<file path="config.mk">
export PLATFORM = sky130hd
export DESIGN_NAME = sc_levelup_generator
export DESIGN_NICKNAME = d
export VERILOG_FILES = /design/src/rtl/sc_levelup_generator.sv
export SDC_FILE = /design/constraint.sdc
export NUM_CORES = 1
export LEC_CHECK = 0
export CAP_MARGIN = 20
export CORE_MARGIN = 10
export CORE_UTILIZATION = 35
export DETAILED_ROUTE_END_ITERATION = 8
export SLEW_MARGIN = 40
export SYNTH_ARGS = -nofsm -noshare
export SYNTH_HDL_FRONTEND = slang
export SYNTH_SLANG_ARGS = --single-unit
</file>
<file path="constraint.sdc">
create_clock -name SC_LEVELUPGEN_CLOCK_50 -period 1.87 [get_ports SC_LEVELUPGEN_CLOCK_50]
set_input_delay 0.187 -clock SC_LEVELUPGEN_CLOCK_50 [delete_from_list [all_inputs] [get_ports SC_LEVELUPGEN_CLOCK_50]]
set_output_delay 0.187 -clock SC_LEVELUPGEN_CLOCK_50 [all_outputs]
set_load 0.05 [all_outputs]
</file>
<file path="src/rtl/sc_levelup_generator.sv">
// sc_levelup_generator
//
// Purpose:
//   Produces the one-clock, active-low level-up pulse for the level counter.
//   It emits the pulse once each time the frog crosses from the start row to
//   the goal row while the game is running. After a crossing, a celebration
//   hold runs. The frog must then return to the start row before the
//   generator re-arms, so one crossing can never be counted twice.
//
// Ports:
//   SC_LEVELUPGEN_CLOCK_50            system clock, rising edge active
//   SC_LEVELUPGEN_RESET_InLow         asynchronous active-low reset
//   SC_LEVELUPGEN_CurrentState_InBus  game state (0=AWAITSTART, 1=STARTGAME, 2=ENDGAME)
//   SC_LEVELUPGEN_FrogRow_InBus       current frog row
//   SC_LEVELUPGEN_Level_InBus         current level, fed back from the level counter
//   SC_LEVELUPGEN_CountSignal_OutLow  level-up pulse, low for exactly one clock
//   SC_LEVELUPGEN_LevelDone_OutHigh   high while the pulse or celebration hold runs
//   SC_LEVELUPGEN_Armed_OutHigh       high while waiting for the frog to reach the goal
//
// Every output is a flop. Each one is loaded from a decode of the next state,
// so its value always equals a decode of the current state register. No input
// reaches an output without passing through a flop.

module sc_levelup_generator #(
  parameter int unsigned CURRENTSTATE_DATAWIDTH = 2,
  parameter int unsigned ROW_DATAWIDTH          = 4,
  parameter int unsigned LEVEL_DATAWIDTH        = 3,
  parameter int unsigned START_ROW              = 15,
  parameter int unsigned GOAL_ROW               = 0,
  parameter int unsigned MAX_LEVEL              = 3,
  parameter int unsigned HOLD_DATAWIDTH         = 4,
  parameter int unsigned HOLD_CYCLES            = 8
) (
  input  logic                              SC_LEVELUPGEN_CLOCK_50,
  input  logic                              SC_LEVELUPGEN_RESET_InLow,
  input  logic [CURRENTSTATE_DATAWIDTH-1:0] SC_LEVELUPGEN_CurrentState_InBus,
  input  logic [ROW_DATAWIDTH-1:0]          SC_LEVELUPGEN_FrogRow_InBus,
  input  logic [LEVEL_DATAWIDTH-1:0]        SC_LEVELUPGEN_Level_InBus,
  output logic                              SC_LEVELUPGEN_CountSignal_OutLow,
  output logic                              SC_LEVELUPGEN_LevelDone_OutHigh,
  output logic                              SC_LEVELUPGEN_Armed_OutHigh
);

  localparam logic [CURRENTSTATE_DATAWIDTH-1:0] GameStart =
      CURRENTSTATE_DATAWIDTH'(1);
  localparam logic [ROW_DATAWIDTH-1:0]   StartRow = ROW_DATAWIDTH'(START_ROW);
  localparam logic [ROW_DATAWIDTH-1:0]   GoalRow  = ROW_DATAWIDTH'(GOAL_ROW);
  localparam logic [LEVEL_DATAWIDTH-1:0] MaxLevel = LEVEL_DATAWIDTH'(MAX_LEVEL);
  // The hold counter counts from HOLD_CYCLES-1 down to 0. That gives
  // HOLD_CYCLES clocks in the hold state.
  localparam logic [HOLD_DATAWIDTH-1:0]  HoldLoad = HOLD_DATAWIDTH'(HOLD_CYCLES - 1);

  typedef enum logic [2:0] {
    StIdle       = 3'd0,
    StArmed      = 3'd1,
    StPulse      = 3'd2,
    StHold       = 3'd3,
    StWaitReturn = 3'd4
  } state_e;

  state_e                    state_q, state_d;
  logic [HOLD_DATAWIDTH-1:0] hold_cnt_q, hold_cnt_d;
  logic                      count_n_q, count_n_d;
  logic                      done_q, done_d;
  logic                      armed_q, armed_d;

  // Input qualifiers
  logic game_running;
  logic at_start;
  logic at_goal;
  logic below_max;

  // Encoding 3 is unknown and must not count as "running". An exact match
  // against STARTGAME handles that case.
  assign game_running = (SC_LEVELUPGEN_CurrentState_InBus == GameStart);
  assign at_start     = (SC_LEVELUPGEN_FrogRow_InBus == StartRow);
  assign at_goal      = (SC_LEVELUPGEN_FrogRow_InBus == GoalRow);
  assign below_max    = (SC_LEVELUPGEN_Level_InBus < MaxLevel);

  // State and output registers
  always_ff @(posedge SC_LEVELUPGEN_CLOCK_50 or negedge SC_LEVELUPGEN_RESET_InLow) begin
    if (!SC_LEVELUPGEN_RESET_InLow) begin
      state_q    <= StIdle;
      hold_cnt_q <= '0;
      count_n_q  <= 1'b1;
      done_q     <= 1'b0;
      armed_q    <= 1'b0;
    end else begin
      state_q    <= state_d;
      hold_cnt_q <= hold_cnt_d;
      count_n_q  <= count_n_d;
      done_q     <= done_d;
      armed_q    <= armed_d;
    end
  end

  // Next-state logic
  always_comb begin
    state_d    = state_q;
    hold_cnt_d = hold_cnt_q;

    if ((state_q != StIdle) && !game_running) begin
      // Leaving the running game overrides every other transition. This
      // discards any pending hold and never emits a pulse.
      state_d    = StIdle;
      hold_cnt_d = '0;
    end else begin
      case (state_q)
        StIdle: begin
          hold_cnt_d = '0;
          if (game_running && at_start) begin
            state_d = StArmed;
          end
        end

        StArmed: begin
          // The level is only looked at here, at the moment the goal is
          // reached. At or above the maximum, the celebration still runs but
          // no pulse is emitted.
          if (at_goal) begin
            if (below_max) begin
              state_d = StPulse;
            end else begin
              state_d    = StHold;
              hold_cnt_d = HoldLoad;
            end
          end
        end

        StPulse: begin
          state_d    = StHold;
          hold_cnt_d = HoldLoad;
        end

        StHold: begin
          if (hold_cnt_q == '0) begin
            state_d = StWaitReturn;
          end else begin
            hold_cnt_d = hold_cnt_q - 1'b1;
          end
        end

        StWaitReturn: begin
          // Only the start row re-arms. A frog that stays on, or returns to,
          // the goal row is ignored.
          if (at_start) begin
            state_d = StArmed;
          end
        end

        default: begin
          state_d    = StIdle;
          hold_cnt_d = '0;
        end
      endcase
    end
  end

  // Output decode. Applied to the next state so that the output flops track
  // the state register exactly.
  always_comb begin
    count_n_d = 1'b1;
    done_d    = 1'b0;
    armed_d   = 1'b0;
    case (state_d)
      StArmed: armed_d   = 1'b1;
      StPulse: begin
        count_n_d = 1'b0;
        done_d    = 1'b1;
      end
      StHold:  done_d    = 1'b1;
      default: begin
        count_n_d = 1'b1;
        done_d    = 1'b0;
        armed_d   = 1'b0;
      end
    endcase
  end

  assign SC_LEVELUPGEN_CountSignal_OutLow = count_n_q;
  assign SC_LEVELUPGEN_LevelDone_OutHigh  = done_q;
  assign SC_LEVELUPGEN_Armed_OutHigh      = armed_q;

endmodule

</file>
* After elaboration in Yosys (flattened, before gate mapping)
Index checks and enable logic that the tools add are counted.
W data, S select, Z words.
** Storage, ports and cells
- Output and inout bits :: 3
- Register bits after elaboration :: 10
- Word-level logic and storage cells :: 44
** Cells by class
- Add/subtract/negate cells :: 1
- Reductions and logical operators :: 9
- Order comparisons :: 1
- Equality and inequality tests :: 13
- Multiplexer cells :: 15
** Operators by type and width (count)
- $mux W4 :: 4
- $pmux W4 S4 :: 1
- $mux W3 :: 5
- $pmux W3 S5 :: 1
- $eq A3 B2 Y1 const B :: 4
- $ne A3 B3 Y1 const B :: 3
- $logic_not A4 Y1 :: 2
- $eq A3 B1 Y1 const B :: 2
- $eq A4 B4 Y1 const B :: 1
- $mux W1 :: 4
- $reduce_and A4 Y1 :: 1
- $sub A4 B1 Y4 const B :: 1
- $eq A3 B3 Y1 const B :: 1
- $logic_not A3 Y1 :: 1
- $lt A3 B2 Y1 const B :: 1
- $reduce_bool A3 Y1 :: 1
- $eq A2 B1 Y1 const B :: 1
- $logic_and A1 B1 Y1 :: 2
- $ne A2 B2 Y1 const B :: 1
- $reduce_or A2 Y1 :: 1
- $logic_not A1 Y1 :: 1

* Depth between registers and ports, before layout
Gate-level depths: netlist (run 1).
- Depth in word-level cells :: 8
- Gate-level depth with buffers :: 6

* Least setup slack after synthesis (run 1)
No wires, ideal clock.
- Path type :: register -> register
- From :: register hold_cnt_q[0]
- To :: register hold_cnt_q[1]
- Setup slack :: 0.309 ns
- Library setup time :: 0.123 ns
- Clock period less this slack :: 1.561 ns
- Arrival time :: 1.438 ns
- Buffers on the path :: 0
- Cell stages (with the launch flop) :: 7
- Cells stage by stage :: dfrtp_1 -> inv_1 -> ha_1 -> nor3b_1 -> o21ba_2 -> a21oi_1 -> o221a_1
** On the way
- Word-level cells in the longest chain between the ends :: 4
- Elaborated cells between the ends (all ways) :: 7
- Those cells by class :: 1 x add/sub; 1 x eq/ne; 3 x mux; 2 x reduce/logical
** RTL lines
- from (decl) :: line 62 : logic [HOLD_DATAWIDTH-1:0] hold_cnt_q, hold_cnt_d;
- from (signal assigned) :: line 90 : hold_cnt_q <= hold_cnt_d;
- $sub A4 B1 Y4 :: line 139 : hold_cnt_d = hold_cnt_q - 1'b1;
- $mux W4 :: line 136 : if (hold_cnt_q == '0) begin
- $pmux W4 S4 :: line 108 : case (state_q)
- $mux W4 :: line 102 : if ((state_q != StIdle) && !game_running) begin
Several ways; a longest one is shown, not always the timed one. The select of a mux whose other input is x is not followed.
A chain may end at the register's enable or synchronous reset.

* Worst setup path in the final report (run 1)
- From :: input SC_LEVELUPGEN_FrogRow_InBus[1]
- To :: register hold_cnt_q[2]
** On the way
- Word-level cells in the longest chain between the ends :: 3
** RTL lines
- from (decl) :: line 37 : input logic [ROW_DATAWIDTH-1:0] SC_LEVELUPGEN_FrogRow_InBus,
- $logic_not A4 Y1 :: line 77 : assign at_goal = (SC_LEVELUPGEN_FrogRow_InBus == GoalRow);
- $ne A3 B3 Y1 (no line)
- $reduce_and A4 Y1 (no line)
Every way passes these cells.

==> impl_metrics.yaml, run 1 <==
clocking:
  cts_root_buffer: "clkbuf_4"
  htreeDepth: 1
  clk_transition_reported_paths_ps: 70
  cts_inserted_buffers: 3
  ctsHoldBuffers: 0
  cts.sinks: 10
  clockBufferDepth: 2
  post_cts_buffers: 0
  ctsResizeCount: 0
  clk_latency_ps: 270
  cts_tree: "built"
flow_run:
  cap_violations: 0
timing:
  setup_tns_ps: 0
  setup-violations-final: 0
  fin_skew_ps: 4.87
  fin_ws_ps: 100
  finalCritPeriodShare_pct: 94.7
  tightest_slew_ps: 493
  relSlewSlack_pct: 67.0
  period_needed_ps: 1770
  slew_viol_final: 0
  grt_setup_unrepaired: "false"
  timing_hold_violations_final: 0
  fmax_mhz: 565
grt:
  antenna_found_initial: 0
  grt_pass1_vias: 562
  grt_max_degree: 11
  grt_remaining_overflow: 0
  track_usage_pct: 9.52
  grt_pass1_wl_um: 2550
drt:
  wl_per_cell_um: 13.4
  drt-vias-per-instance: 5.35
  wl_met3_um: 72
  firstDrtPassIters: 4
  vias: 578
  drt_iter0_markers: 11
  wl_um: 1450
  drc: 0
  wl_met1_um: 681
  top_layer_used: "met4"
  wl_met2_um: 645
  drtAntennaViolNets: 0
floorplanning:
  fp.dieW_um: 61.7
  initial_core_util_pct: 36.0
  coreArea_sq_um: 1690
  fp.dieH_um: 61.7
  rows: 15
  ios: 14
  die_area_sq_um: 3800
critical_path:
  crit_buf_inv: 1
  crit_path_start_kind: "input port"
  cp.arrival_ps: 1960
  crit_slowest_cell: "or4_4"
  endpoint_kind: "register"
  worstPathCellList: "clkdlybuf4s50_1, or4_4, or3_4, a211o_1, o22ai_1"
  required_ps: 2060
  path_max_fanout: 4
  crit_family: "simple AND/OR/NAND/NOR gates"
  critPathKind: "input port to register"
  max_stage_delay_ps: 540
placement:
  portBuffers: 13
  gp_congestion: 0.848
  dpl_cell_area_sq_um: 795
  pre_cts_ws_ps: -179
  placed_cells: 104
  dpl.hpwl_um: 1130
worst_hold_path:
  hp-class: "input port to asynchronous set/reset pin"
cells_and_area:
  diodes: 0
  area_growth_pct: 36.6
  final_cells: 108
  post-route-util_pct: 49.2
  fin_area_sq_um: 831
  drive_above_1_share_pct: 16.5
  final_common_cell: "clkdlybuf4s50_1"
  final_cell_mix: "clkdlybuf4s50_1, dfrtp_1, nor2_1"
  fin_nets: 105
yosys:
  avgSynthCellArea_sq_um: 8.69
  ys_seq_area_share_pct: 41.4
  async_flop_share_pct: 100
  synth-edff-count: 0
  ys.flop_type: "dfrtp_1"
  ys_types: 31
  synthTopCellsByArea: "dfrtp_1, nor2_1, dfstp_2, a21oi_1, ha_1"
  synth_seq_cells: 10
  synth-warning-count: 0
  synth_nets: 83
  yosys.area.top_type: "dfrtp_1"
  synth_area_sq_um: 608
  syn-instance-count: 70
  yosysTopAreaCellShare_pct: 37.0
outcome:
  outcome: "finished, final reports clean"
pwr:
  ir_worst_vdd_mv: 0.273
  p_per_area_nw_per_um2: 570
  p_leak_nw: 0.336
## registers in the layout, summed over array words and instances (netlist names)
register                          cells
state_q                               3
SC_LEVELUPGEN_Armed_OutHigh           1
SC_LEVELUPGEN_LevelDone_OutHigh       1
hold_cnt_q                            4
SC_LEVELUPGEN_CountSignal_OutLow      1
## synthesized netlist by cell type, types with 2 or more instances
| library cell | count |
|---|---|
| clkbuf_1 | 2 |
| nand2_1 | 3 |
| nor2_1 | 8 |
| inv_1 | 4 |
| nor2b_1 | 3 |
| nand2b_1 | 3 |
| nor3_1 | 4 |
| a31oi_1 | 2 |
| ha_1 | 2 |
| a21oi_1 | 5 |
| nand3_1 | 3 |
| o22ai_1 | 3 |
| dfrtp_1 | 9 |
| o21ai_0 | 2 |
## where the power goes
| part | leakage [nW] | internal, W | switching, W |
|---|---|---|---|
| Combinational | 0.179 | 0.0000324 | 0.0000225 |
| Sequential | 0.136 | 0.000217 | 0.00000110 |
| Clock | 0.0210 | 0.000118 | 0.0000815 |
## logic make-up (layout without fill, tap and decap cells)
family	count (synthesis)	after routing	synth area share, %
xor+xnor	1	1	1.44
compound gates	20	20	21.6
simple gates	31	31	27.8
flops	10	10	41.4
fa+ha+maj	2	2	4.11
buf+inv	6	27	3.70
## worst register-to-register path: cells and delay by family (launching register included)
family	cells	cell delay, ps
compound gates	3	700
fa+ha+maj	1	210
buf+inv	2	220
flops	1	390
simple gates	1	130
## area by class of cell
type / count / area [sq um]
Timing Repair Buffer: 19 / 173
Inverter: 4 / 15.0
Tap cell: 17 / 21.3
Multi-Input combinational cell: 54 / 334
Sequential cell: 10 / 251
Fill cell: 164 / 858
Clock buffer: 4 / 36.3
## per-layer routing
metal,GRT usage (%),vias up
li1,-,293
met1,10.5,263
met2,13.9,18
met3,3.51,4
met4,8.60,0
met5,0,-
## worst paths after layout
kind	start	endpoint	slack (ps)	cells after the start
worst max register to register	hold_cnt_q[0]	hold_cnt_q[2]	140	7
max in group asynchronous	SC_LEVELUPGEN_RESET_InLow	SC_LEVELUPGEN_CountSignal_OutLow	1300	1
worst min register to register	hold_cnt_q[0]	hold_cnt_q[0]	510	1
worst max-delay path	SC_LEVELUPGEN_FrogRow_InBus[1]	hold_cnt_q[2]	100	5
worst min-delay path	SC_LEVELUPGEN_RESET_InLow	state_q[0]	230	1
min in group SC_LEVELUPGEN_CLOCK_50	hold_cnt_q[0]	hold_cnt_q[0]	510	1
## stage by stage
step	hold slack, ps	power, W
2_1_floorplan	-109	0.000238
3_3_place_gp	516	0.000277
3_5_place_dp	504	0.000277
4_1_cts	222	0.000487
5_1_grt	238	0.000506
6_report	229	0.000473
Power figures use the tool's default switching activity.
==> inputs of run 2 (changes only) <==
--- a/config.mk
+++ b/config.mk
@@ -9,6 +9,9 @@
 export CORE_MARGIN = 10
 export CORE_UTILIZATION = 35
 export DETAILED_ROUTE_END_ITERATION = 8
+export GPL_ROUTABILITY_DRIVEN = 0
+export GPL_TIMING_DRIVEN = 0
+export RECOVER_POWER = 100
 export SLEW_MARGIN = 40
 export SYNTH_ARGS = -nofsm -noshare
 export SYNTH_HDL_FRONTEND = slang
==> impl_metrics.yaml, run 2 (synthesis gave the netlist of run 1 again) <==
pwr:
  pwr-share-clk_pct: 42.2
  intPower_w: 0.000361
  p_per_area_nw_per_um2: 567
  switchingPower_w: 0.0000961
  power_w: 0.000457
  p_leak_nw: 0.325
  ir_worst_vdd_mv: 0.320
  p_seq_share_pct: 47.6
  p_comb_share_pct: 10.2
  p_sw_share_pct: 21.0
clocking:
  cts_root_buffer: "clkbuf_4"
  ctsResizeCount: 0
  clk_latency_ps: 270
  post_cts_buffers: 0
  cts_inserted_buffers: 3
  cts.sinks: 10
  clk_transition_reported_paths_ps: 60
  ctsHoldBuffers: 0
  htreeDepth: 1
  cts_tree: "built"
  clockBufferDepth: 2
critical_path:
  rr_startpoint: "hold_cnt_q[0]"
  endpoint_kind: "register"
  crit_path_start_kind: "input port"
  critPathCapture: "hold_cnt_q[2]"
  r2r_end: "hold_cnt_q[2]"
  reg2reg_depth: 6
  critPathKind: "input port to register"
  rrSetupSlack_ps: 190
  required_ps: 2060
  path_max_fanout: 4
  cp.arrival_ps: 2020
  crit_start: "SC_LEVELUPGEN_FrogRow_InBus[1]"
drt:
  vias: 564
  drtAntennaViolNets: 0
  firstDrtPassIters: 4
  drc: 0
  drt_iter0_markers: 9
  drt-vias-per-instance: 5.42
  wl_um: 1390
  wl_per_cell_um: 13.4
timing:
  tightest_slew_ps: 499
  slew_viol_final: 0
  hold_ws_ps: 291
  period_needed_ps: 1830
  relSlewSlack_pct: 66.6
  setup-violations-final: 0
  setup_tns_ps: 0
  fin_skew_ps: 1.96
  timing_hold_violations_final: 0
  finalCritPeriodShare_pct: 97.9
  fmax_mhz: 546
  grt_setup_unrepaired: "false"
cells_and_area:
  reg_top3: "hold_cnt_q x4, state_q x3"
  final_common_cell: "clkdlybuf4s50_1"
  fin_nets: 101
  fin_area_sq_um: 807
  largest_register_ffs: 4
  multi_input_area_sq_um: 345
  fillers: 168
  diodes: 0
  area_growth_pct: 32.7
  drive_above_1_share_pct: 10.3
  final_cells: 104
  final_cell_mix: "clkdlybuf4s50_1, dfrtp_1, nor2_1"
  regMostFlops: "hold_cnt_q"
  ff_latch_area_sq_um: 251
grt:
  antenna_found_initial: 0
  grt_pass1_wl_um: 2300
  track_usage_pct: 8.51
  grt_max_degree: 11
  grt_pass1_vias: 534
  grt_remaining_overflow: 0
floorplanning:
  coreArea_sq_um: 1690
  ios: 14
  fp.dieW_um: 61.7
  fp.dieH_um: 61.7
  rows: 15
  die_area_sq_um: 3800
  initial_core_util_pct: 36.0
placement:
  portBuffers: 13
  placed_cells: 100
  dpl.hpwl_um: 1090
  dpl_cell_area_sq_um: 759
worst_hold_path:
  hp-class: "input port to asynchronous set/reset pin"
flow_run:
  cap_violations: 0
outcome:
  outcome: "finished, final reports clean"
-- run 2: worst min-delay path by stage --
| stage | depth (start not counted) | from | to | slack [ps] |
|---|---|---|---|---|
| finish | 1 | SC_LEVELUPGEN_RESET_InLow | state_q[0] | 290 |
| global route | 1 | SC_LEVELUPGEN_RESET_InLow | state_q[1] | 320 |
| CTS | 1 | SC_LEVELUPGEN_RESET_InLow | state_q[0] | 230 |
| detailed placement | 1 | hold_cnt_q[0] | hold_cnt_q[0] | 500 |
| global placement | 1 | hold_cnt_q[0] | hold_cnt_q[0] | 500 |
| floorplan | 0 | SC_LEVELUPGEN_RESET_InLow | SC_LEVELUPGEN_Armed_OutHigh | -110 |
-- run 2: power groups by stage --
stage	registers [W]	logic (W)	clock network (W)
3_3_place_gp	0.000222	0.0000468	0
3_5_place_dp	0.000222	0.0000472	0
5_1_grt	0.000218	0.0000513	0.000215
6_report	0.000218	0.0000467	0.000193
4_1_cts	0.000218	0.0000475	0.000201
2_1_floorplan	0.000223	0.0000148	0
-- run 2: layout make-up --
type                    count  area share, %
multi-input cells          54           42.8
clock buffers               4           4.50
plain buffers               2          0.930
well taps                  17           2.64
flip-flops and latches     10           31.2
repair buffers             13           16.1
inverters                   4           1.86
-- run 2: worst max-delay path, stage by stage --
cell and delay [ps]:
clkdlybuf4s50_1 440, or4_4 540, or3_4 370, a211o_1 310, o22ai_2 170
-- run 2: per-layer routing --
| metal | wire, um | GRT usage (%) |
|---|---|---|
| met5 | 0 | 0 |
| met4 | 42 | 6.69 |
| met3 | 62 | 3.92 |
| met2 | 604 | 12.0 |
| met1 | 679 | 9.65 |
-- run 2: through the flow --
stage          util (%)  setup WS [ps]
6_report           47.8           39.6
5_1_grt            47.8           20.7
4_1_cts            47.1           87.5
3_5_place_dp       45.0           -188
3_3_place_gp       45.0           -197
2_1_floorplan         -            309
